===== src/rtl/pwm_pkg.sv =====
// Shared types and constants for the PWM duty-cycle capture block.
package pwm_pkg;

  typedef enum logic [1:0] {
    WAIT_RISE,
    MEASURE,
    DIVIDE
  } cap_state_t;

  localparam int unsigned PCT_BITS = 7;
  localparam logic [PCT_BITS-1:0] PCT_FULL = 7'd100;

endpackage


===== src/rtl/seq_divider.sv =====
// Sequential compare-and-subtract divider, one quotient bit per clock.
module seq_divider #(
  parameter int unsigned DIVIDEND_W = 31,
  parameter int unsigned DIVISOR_W  = 24,
  parameter int unsigned QUOT_W     = 7
) (
  input  logic                  clk,
  input  logic                  clr_n,
  input  logic                  start,
  input  logic [DIVIDEND_W-1:0] dividend,
  input  logic [DIVISOR_W-1:0]  divisor,
  output logic                  busy,
  output logic                  done,
  output logic [QUOT_W-1:0]     quotient
);

  localparam int unsigned CW = $clog2(QUOT_W + 1);

  logic [DIVIDEND_W-1:0] rem;
  logic [DIVIDEND_W-1:0] sdiv;
  logic [DIVIDEND_W-1:0] rem_next;
  logic [QUOT_W-1:0]     q;
  logic [CW-1:0]         iter;
  logic                  fits;

  // quotient is the value after the current iteration, so the caller can
  // register it on the same edge that retires the last iteration
  always_comb begin
    fits     = (rem >= sdiv);
    rem_next = fits ? (rem - sdiv) : rem;
    quotient = (q << 1) | QUOT_W'(fits);
    done     = busy && (iter == CW'(1));
  end

  always_ff @(posedge clk or negedge clr_n) begin
    if (!clr_n) begin
      rem  <= '0;
      sdiv <= '0;
      q    <= '0;
      iter <= '0;
      busy <= 1'b0;
    end else if (start) begin
      rem  <= dividend;
      sdiv <= DIVIDEND_W'(divisor) << (QUOT_W - 1);
      q    <= '0;
      iter <= CW'(QUOT_W);
      busy <= 1'b1;
    end else if (busy) begin
      rem  <= rem_next;
      sdiv <= sdiv >> 1;
      q    <= quotient;
      iter <= iter - CW'(1);
      if (iter == CW'(1)) begin
        busy <= 1'b0;
      end
    end
  end

endmodule


===== src/rtl/pwm_capture.sv =====
// Measures PWM duty cycle as an integer percentage with stale-input timeout.
module pwm_capture
  import pwm_pkg::*;
#(
  parameter int unsigned         CNT_BITS = 24,
  parameter logic [CNT_BITS-1:0] TIMEOUT  = 24'd12_000_000
) (
  input  logic                clk,
  input  logic                clr_n,
  input  logic                pwm_in,
  input  logic                en,
  output logic [PCT_BITS-1:0] duty_cycle,
  output logic                valid,
  output logic                stale,
  output logic                missed
);

  localparam int unsigned         DW         = CNT_BITS + 7;
  localparam logic [CNT_BITS-1:0] TIMEOUT_M1 = TIMEOUT - CNT_BITS'(1);

  cap_state_t          state;
  logic                s1, s2, s3;
  logic                rise;
  logic [CNT_BITS-1:0] period_cnt;
  logic [CNT_BITS-1:0] high_cnt;
  logic [DW-1:0]       high_ext;
  logic [DW-1:0]       dividend;
  logic                timeout_hit;
  logic                div_start;
  logic                div_busy;
  logic                div_done;
  logic [PCT_BITS-1:0] div_q;

  always_ff @(posedge clk or negedge clr_n) begin
    if (!clr_n) begin
      s1 <= 1'b0;
      s2 <= 1'b0;
      s3 <= 1'b0;
    end else begin
      s1 <= pwm_in;
      s2 <= s1;
      s3 <= s2;
    end
  end

  always_ff @(posedge clk or negedge clr_n) begin
    if (!clr_n) begin
      period_cnt <= '0;
      high_cnt   <= '0;
    end else if (rise) begin
      period_cnt <= CNT_BITS'(1);
      high_cnt   <= CNT_BITS'(1);
    end else begin
      if (period_cnt != TIMEOUT) begin
        period_cnt <= period_cnt + CNT_BITS'(1);
      end
      if (s2 && (high_cnt != TIMEOUT)) begin
        high_cnt <= high_cnt + CNT_BITS'(1);
      end
    end
  end

  // high*100 as shift-add; fires only on the edge where period_cnt reaches TIMEOUT
  always_comb begin
    rise        = s2 & ~s3;
    high_ext    = DW'(high_cnt);
    dividend    = (high_ext << 6) + (high_ext << 5) + (high_ext << 2);
    timeout_hit = !rise && (period_cnt == TIMEOUT_M1);
    div_start   = (state == MEASURE) && rise && en && !div_busy;
  end

  seq_divider #(
    .DIVIDEND_W (DW),
    .DIVISOR_W  (CNT_BITS),
    .QUOT_W     (PCT_BITS)
  ) u_div (
    .clk      (clk),
    .clr_n    (clr_n),
    .start    (div_start),
    .dividend (dividend),
    .divisor  (period_cnt),
    .busy     (div_busy),
    .done     (div_done),
    .quotient (div_q)
  );

  always_ff @(posedge clk or negedge clr_n) begin
    if (!clr_n) begin
      state      <= WAIT_RISE;
      duty_cycle <= '0;
      valid      <= 1'b0;
      stale      <= 1'b0;
      missed     <= 1'b0;
    end else begin
      valid  <= 1'b0;
      missed <= 1'b0;
      case (state)
        WAIT_RISE, MEASURE: begin
          if (timeout_hit) begin
            duty_cycle <= s2 ? PCT_FULL : '0;
            valid      <= en;
            stale      <= 1'b1;
            state      <= WAIT_RISE;
          end else if (rise) begin
            if (state == WAIT_RISE) begin
              state <= MEASURE;
            end else if (div_start) begin
              state <= DIVIDE;
            end
          end
        end
        DIVIDE: begin
          if (rise) begin
            missed <= 1'b1;
          end
          if (div_done) begin
            duty_cycle <= div_q;
            valid      <= 1'b1;
            stale      <= 1'b0;
            state      <= MEASURE;
          end
        end
        default: state <= WAIT_RISE;
      endcase
    end
  end

endmodule


===== config.mk =====
export PLATFORM = sky130hd
export DESIGN_NAME = pwm_capture
export DESIGN_NICKNAME = d
export VERILOG_FILES = /design/src/rtl/pwm_pkg.sv /design/src/rtl/seq_divider.sv /design/src/rtl/pwm_capture.sv
export SDC_FILE = /design/constraint.sdc
export NUM_CORES = 1
export LEC_CHECK = 0
export BUFFER_PORTS_ARGS = -buffer_cell sky130_fd_sc_hd__buf_2
export CAP_MARGIN = 30
export CORE_MARGIN = 2
export CORE_UTILIZATION = 45
export CTS_CLUSTER_DIAMETER = 80
export DETAILED_ROUTE_END_ITERATION = 7
export PLACE_DENSITY = 0.58
export SLEW_MARGIN = 10
export SYNTH_ARGS = -nofsm -noshare
export SYNTH_HDL_FRONTEND = slang
export SYNTH_SLANG_ARGS = --single-unit

===== constraint.sdc =====
create_clock -name clk -period 6.75 [get_ports clk]
set_clock_uncertainty 0.05 [all_clocks]
set_input_delay 1.35 -clock clk [delete_from_list [all_inputs] [get_ports clk]]
set_output_delay 1.35 -clock clk [all_outputs]
set_load 0.02 [all_outputs]

Word-level counts from Yosys, hierarchy flattened. Index checks and enable logic that the tools add are counted.

Reduce and logical (&&, ||, !) cells: 18. Multiplexer cells: 34. $add $sub $neg: 6. Bitwise logic cells: 3. Equality and inequality tests: 10. $lt $le $gt $ge: 1.

Operators by type and width (number): 31-bit two-way mux (5); 24-bit two-way mux (4); 24-bit by 1-bit adder with 24-bit output (second input constant) (2); 24-bit inequality test (second input constant) (2); 30-bit by 29-bit adder with 31-bit output (1); 31-bit by 26-bit adder with 31-bit output (1); 31-bit greater-or-equal comparator (1); 31-bit subtractor (1); 24-bit == test (second input constant) (1); 7-bit two-way mux (3); 7-bit one-hot mux with 2 select lines (1); 6-bit two-way mux (2); 2-bit two-way mux (5); 2-bit nonzero test (5); 1-bit two-way mux (9); 7-bit by 1-bit bitwise OR with 7-bit output (1); 1-bit logical AND (6); 3-bit two-way mux (2); 3-bit AND reduction (2); 2-bit inequality test (second input constant) (2); 4-bit inequality test (second input constant) (1); 1-bit one-hot mux with 2 select lines (2); 2-bit one-hot mux with 2 select lines (1); 3-bit by 1-bit == test with 1-bit output (second input constant) (1); other kinds (10) (11).

Word-level logic and storage cells: 87. Flip-flop bits (word level): 135. Input bits: 4. Output and inout port bits: 10.

Longest topological paths before layout.
Depth in word-level cells: 10. Mapped depth: 13.

Hierarchy. A second synthesis with hierarchy kept.

Cells, all modules: 1139. Area total of the unflattened synthesis: 10179.8 µm².

By module, submodules not included: seq_divider (sequential area each 1776.7 µm², times used 1, cells each 593, area each 5122.4 µm²); pwm_capture (sequential area each 1576.5 µm², times used 1, cells each 546, area each 5057.4 µm²).

Worst setup path before layout. No wires, ideal clock.

Path kind: register to register. Start: reg high_cnt[4]. End: reg u_div.rem[30]. Arrival time: 3.156 ns. Stages on the path, launching flop included: 13. Period minus slack after synthesis: 3.341 ns. Path slack: 3.409 ns. Buffers on the path: 0. Cells stage by stage: dfrtp_1 > fa_1 > ha_1 > fa_1 > a211oi_1 > o21ai_0 > a221oi_1 > o21bai_1 > nand4_1 > o2bb2ai_1 > o21ai_1 > nor4_1 > a211oi_2.

Cells in the longest elaborated chain, start to end: 3.

RTL lines: start: declaration (line pwm_capture.sv:25) `logic [CNT_BITS-1:0] high_cnt;`; start signal: assignment (line pwm_capture.sv:58) `high_cnt <= high_cnt + CNT_BITS'(1);`; 30-bit by 29-bit adder with 31-bit output (line pwm_capture.sv:67) `dividend = (high_ext << 6) + (high_ext << 5) + (high_ext << 2);`; 31-bit by 26-bit adder with 31-bit output (*) (line pwm_capture.sv:67); 31-bit two-way mux (*) (line seq_divider.sv:42) `end else if (start) begin`; end signal: assignment (line seq_divider.sv:43) `rem <= dividend;`; end signal: assignment (line seq_divider.sv:49) `rem <= rem_next;`; end: declaration (line seq_divider.sv:19) `logic [DIVIDEND_W-1:0] rem;`.

Every way passes the cells marked *; elsewhere a longest branch is shown, timed or not. A chain may end at the register's enable or synchronous reset.

Worst setup path after layout. Same ends and word-level chain as after synthesis.

==> flow_summary.yaml <==
floorplan:
  die_area_mm2: 0.0227
  pin_count: 14
  core-area_mm2: 0.0210
  initial_utilization_pct: 46.0
  rows: 53
  dieWidth_um: 151
  dieHeight_um: 151
placement:
  gp_congestion: 0.915
  dp_hpwl_um: 15700
  portBuffers: 13
cts:
  cts_hold_buf: 0
  cts_buffers: 17
  insertion_delay_ns: 0.43
  path_clk_slew_ns: 0.06
  cts.path.max_buffers: 2
  root_buffer: "clkbuf_16"
  cts_resized: 0
  post_cts_buffers: 0
  cts_htree_levels: 4
  tritoncts: "done"
  numClockSinks: 134
synth:
  ys.warnings.count: 0
  ys_seq_area_share_pct: 34.7
  synth_ff_type: "dfrtp_1"
  ys_ff_latch: 134
  async_reset_ff_share_pct: 100
  synth_edf_count: 0
  syn_avg_cell_area_um2: 8.87
  syn_nets: 1206
  synth_area_mm2: 0.00966
  synth_cells: 1089
  synth_cell_types: 69
grt:
  grt_pass1_vias: 7447
  grt_max_degree: 79
  antenna_found_initial: 0
  grt_pass1_wl_um: 37500
  grt_use_total_pct: 20.9
  grt-ovfl-total: 0
sta:
  tightest_slew_ns: 0.840
  fmax_mhz: 268
  report.final.hold_viol_count: 0
  period_share_pct: 55.3
  slew_headroom_pct: 44.0
  period_minus_slack_ns: 3.73
  rsz0062_at_grt: "false"
  finalSetupTns_ns: 0
  slew_violations: 0
  setup_viol: 0
detailed_routing:
  dr.pass1.iters: 5
  drc: 0
  drt-vias-per-instance: 5.43
  drt_iter0_drc: 358
  vias: 7460
  ant_nets: 0
  wirelength_um: 21700
  wl_per_cell_um: 15.8
cells_and_area:
  multi_input_area_mm2: 0.00591
  n_antenna_cell: 0
  fill_cells: 2024
  layout.nets: 1204
  drive_gt1_share_pct: 6.00
  seq_area_mm2: 0.00335
  areaGrowthSynthToFinish_pct: 9.27
critical_path:
  worstPathCellList: "fa_1 -> ha_1 -> fa_1 -> a211oi_1 -> o21ai_0 -> a221oi_1 -> o21bai_1 -> nand4_1 -> o2bb2ai_1 -> o21ai_1 -> nor4_1 -> a211oi_2"
  timing.rr.end: "u_div.rem[30]"
  r2r_cells: 12
  worstSetupStartpointType: "flop"
  r2r_slack_ns: 3.02
  crit_top_cell: "fa_1"
  rr_startpoint: "high_cnt[4]"
  crit_fanout: 7
  worstPathArrival_ns: 3.96
  cp-end-kind: "flop"
  required_ns: 6.98
  max_stage_delay_ns: 0.53
  worstSetupPathType: "flop to flop"
  cp_slowest_cell: "fa_1"
pwr:
  power_uw: 4000
  peakVddDrop_v: 0.000181
  p_leak_uw: 0.00486
  power_density_mw_per_mm2: 378
min_path:
  hold_path_depth: 0
  hold-path-endpoint: "s2"
  hold_class: "flop to flop"
  min_from: "s1"
run_status:
  outcome: "finished clean"
job:
  cap_violations: 0
==> routing by layer <==
layer	up-vias	wire length, um	GRT usage, %
met4	0	485	7.17
met3	27	703	3.09
met1	3531	11000	29.8
li1	3786	-	-
met2	116	9540	32.4
met5	-	0	0
==> how the worst max path moves through the flow <==
| stage | endpoint | depth (start not counted) | from |
|---|---|---|---|
| global route | u_div.rem[30] | 12 | high_cnt[4] |
| CTS | u_div.rem[30] | 12 | high_cnt[4] |
| global placement | u_div.rem[30] | 12 | high_cnt[4] |
| floorplan | u_div.rem[30] | 12 | high_cnt[4] |
| detailed placement | u_div.rem[30] | 12 | high_cnt[4] |
| finish | u_div.rem[30] | 12 | high_cnt[4] |
==> synthesized netlist by cell type, types with 3 or more instances <==
| library cell | n | area (um2) |
|---|---|---|
| and4_1 | 5 | 43.8 |
| o21ai_1 | 13 | 65.1 |
| xnor2_1 | 52 | 455 |
| a21o_1 | 21 | 158 |
| ha_1 | 91 | 1140 |
| o211ai_1 | 6 | 45.0 |
| a21oi_1 | 69 | 345 |
| buf_1 | 3 | 11.3 |
| o31ai_1 | 6 | 45.0 |
| nand2b_1 | 10 | 62.6 |
| xor2_1 | 38 | 333 |
| a22oi_1 | 6 | 45.0 |
| a31oi_1 | 18 | 113 |
| o22ai_1 | 3 | 18.8 |
| a221o_1 | 5 | 50.1 |
| nand3_1 | 30 | 150 |
| and2_1 | 3 | 18.8 |
| nor2_1 | 104 | 390 |
| fa_1 | 22 | 440 |
| and3_1 | 12 | 75.1 |
| mux2i_1 | 24 | 240 |
| o21bai_1 | 7 | 52.6 |
| nor2b_1 | 3 | 18.8 |
| a211oi_1 | 12 | 90.1 |
| nand2_1 | 144 | 541 |
| o21a_1 | 8 | 60.1 |
| or3_1 | 6 | 37.5 |
| dfrtp_1 | 134 | 3350 |
| nor3_1 | 20 | 100 |
| inv_1 | 63 | 236 |
| nand4_1 | 13 | 81.3 |
| o21ai_0 | 60 | 300 |
| clkbuf_1 | 33 | 124 |
| nor4_1 | 4 | 25.0 |
==> logic make-up after synthesis <==
family          share of synthesized area, %
xor+xnor                                8.16
compound gates                          17.2
mux                                     2.49
simple gates                            16.8
fa+ha+maj                               16.3
buf+inv                                 4.35
flops                                   34.7
==> layout make-up <==
type / instances / share of cell area [%]
Tap cell: 275 / 3.26
Inverter: 63 / 2.24
Multi-Input combinational cell: 851 / 55.9
Timing Repair Buffer: 20 / 1.17
Clock buffer: 18 / 4.16
Clock inverter: 14 / 1.47
Sequential cell: 134 / 31.8
==> critical path: cells and delay by family (launching register included) <==
family	cells	cell delay, ns
AOI/OAI and AO/OA	7	1.37
adders and majority gates	3	1.23
DFF	1	0.51
and+or+nand+nor	2	0.43
==> flip-flops by register name (all words and copies together) (netlist names), 2 cells and up <==
register and count:
duty_cycle 7, high_cnt 24, period_cnt 24, state 2, u_div.iter 3, u_div.q 6
u_div.rem 31, u_div.sdiv 30
==> power breakdown <==
part / switching (uW) / total [uW] / internal, uW
Clock: 404 / 940 / 536
Combinational: 1110 / 1920 / 807
Sequential: 151 / 1130 / 983
==> per-stage QoR <==
step | setup WS [ns] | hold slack (ns) | utilization, % | area, um2 | cells
after floorplan | 3.41 | 0.281 | - | 9660 | 1089
after global placement | 3.03 | 0.283 | 47.4 | 9960 | 1343
after detailed placement | 2.97 | 0.286 | 47.4 | 9960 | 1343
after CTS | 2.94 | 0.300 | 50.2 | 10600 | 1375
after global routing | 2.66 | 0.311 | 50.2 | 10600 | 1375
final | 3.02 | 0.297 | 50.2 | 10600 | 1375
==> placed cells by master, fill, tap and decap left out, types with 4 or more instances in the layout <==
cell,count
a21oi_1,69
o21bai_1,7
a21o_1,21
and4_1,5
nor4_1,4
xor2_1,38
clkbuf_16,17
a211oi_1,12
inv_8,5
fa_1,22
or3_1,6
nand2_1,144
inv_1,63
nor3_1,19
xnor2_1,52
and3_1,12
o21ai_1,13
a22oi_1,6
o21a_1,8
a31oi_1,18
inv_6,5
o211ai_1,6
ha_1,91
buf_2,12
buf_4,7
mux2i_1,24
nand2b_1,10
nand4_1,13
o31ai_1,6
a221o_1,5
nand3_1,30
dfrtp_1,133
o21ai_0,60
nor2_1,104
No activity file was read; power rests on OpenSTA's default activity.
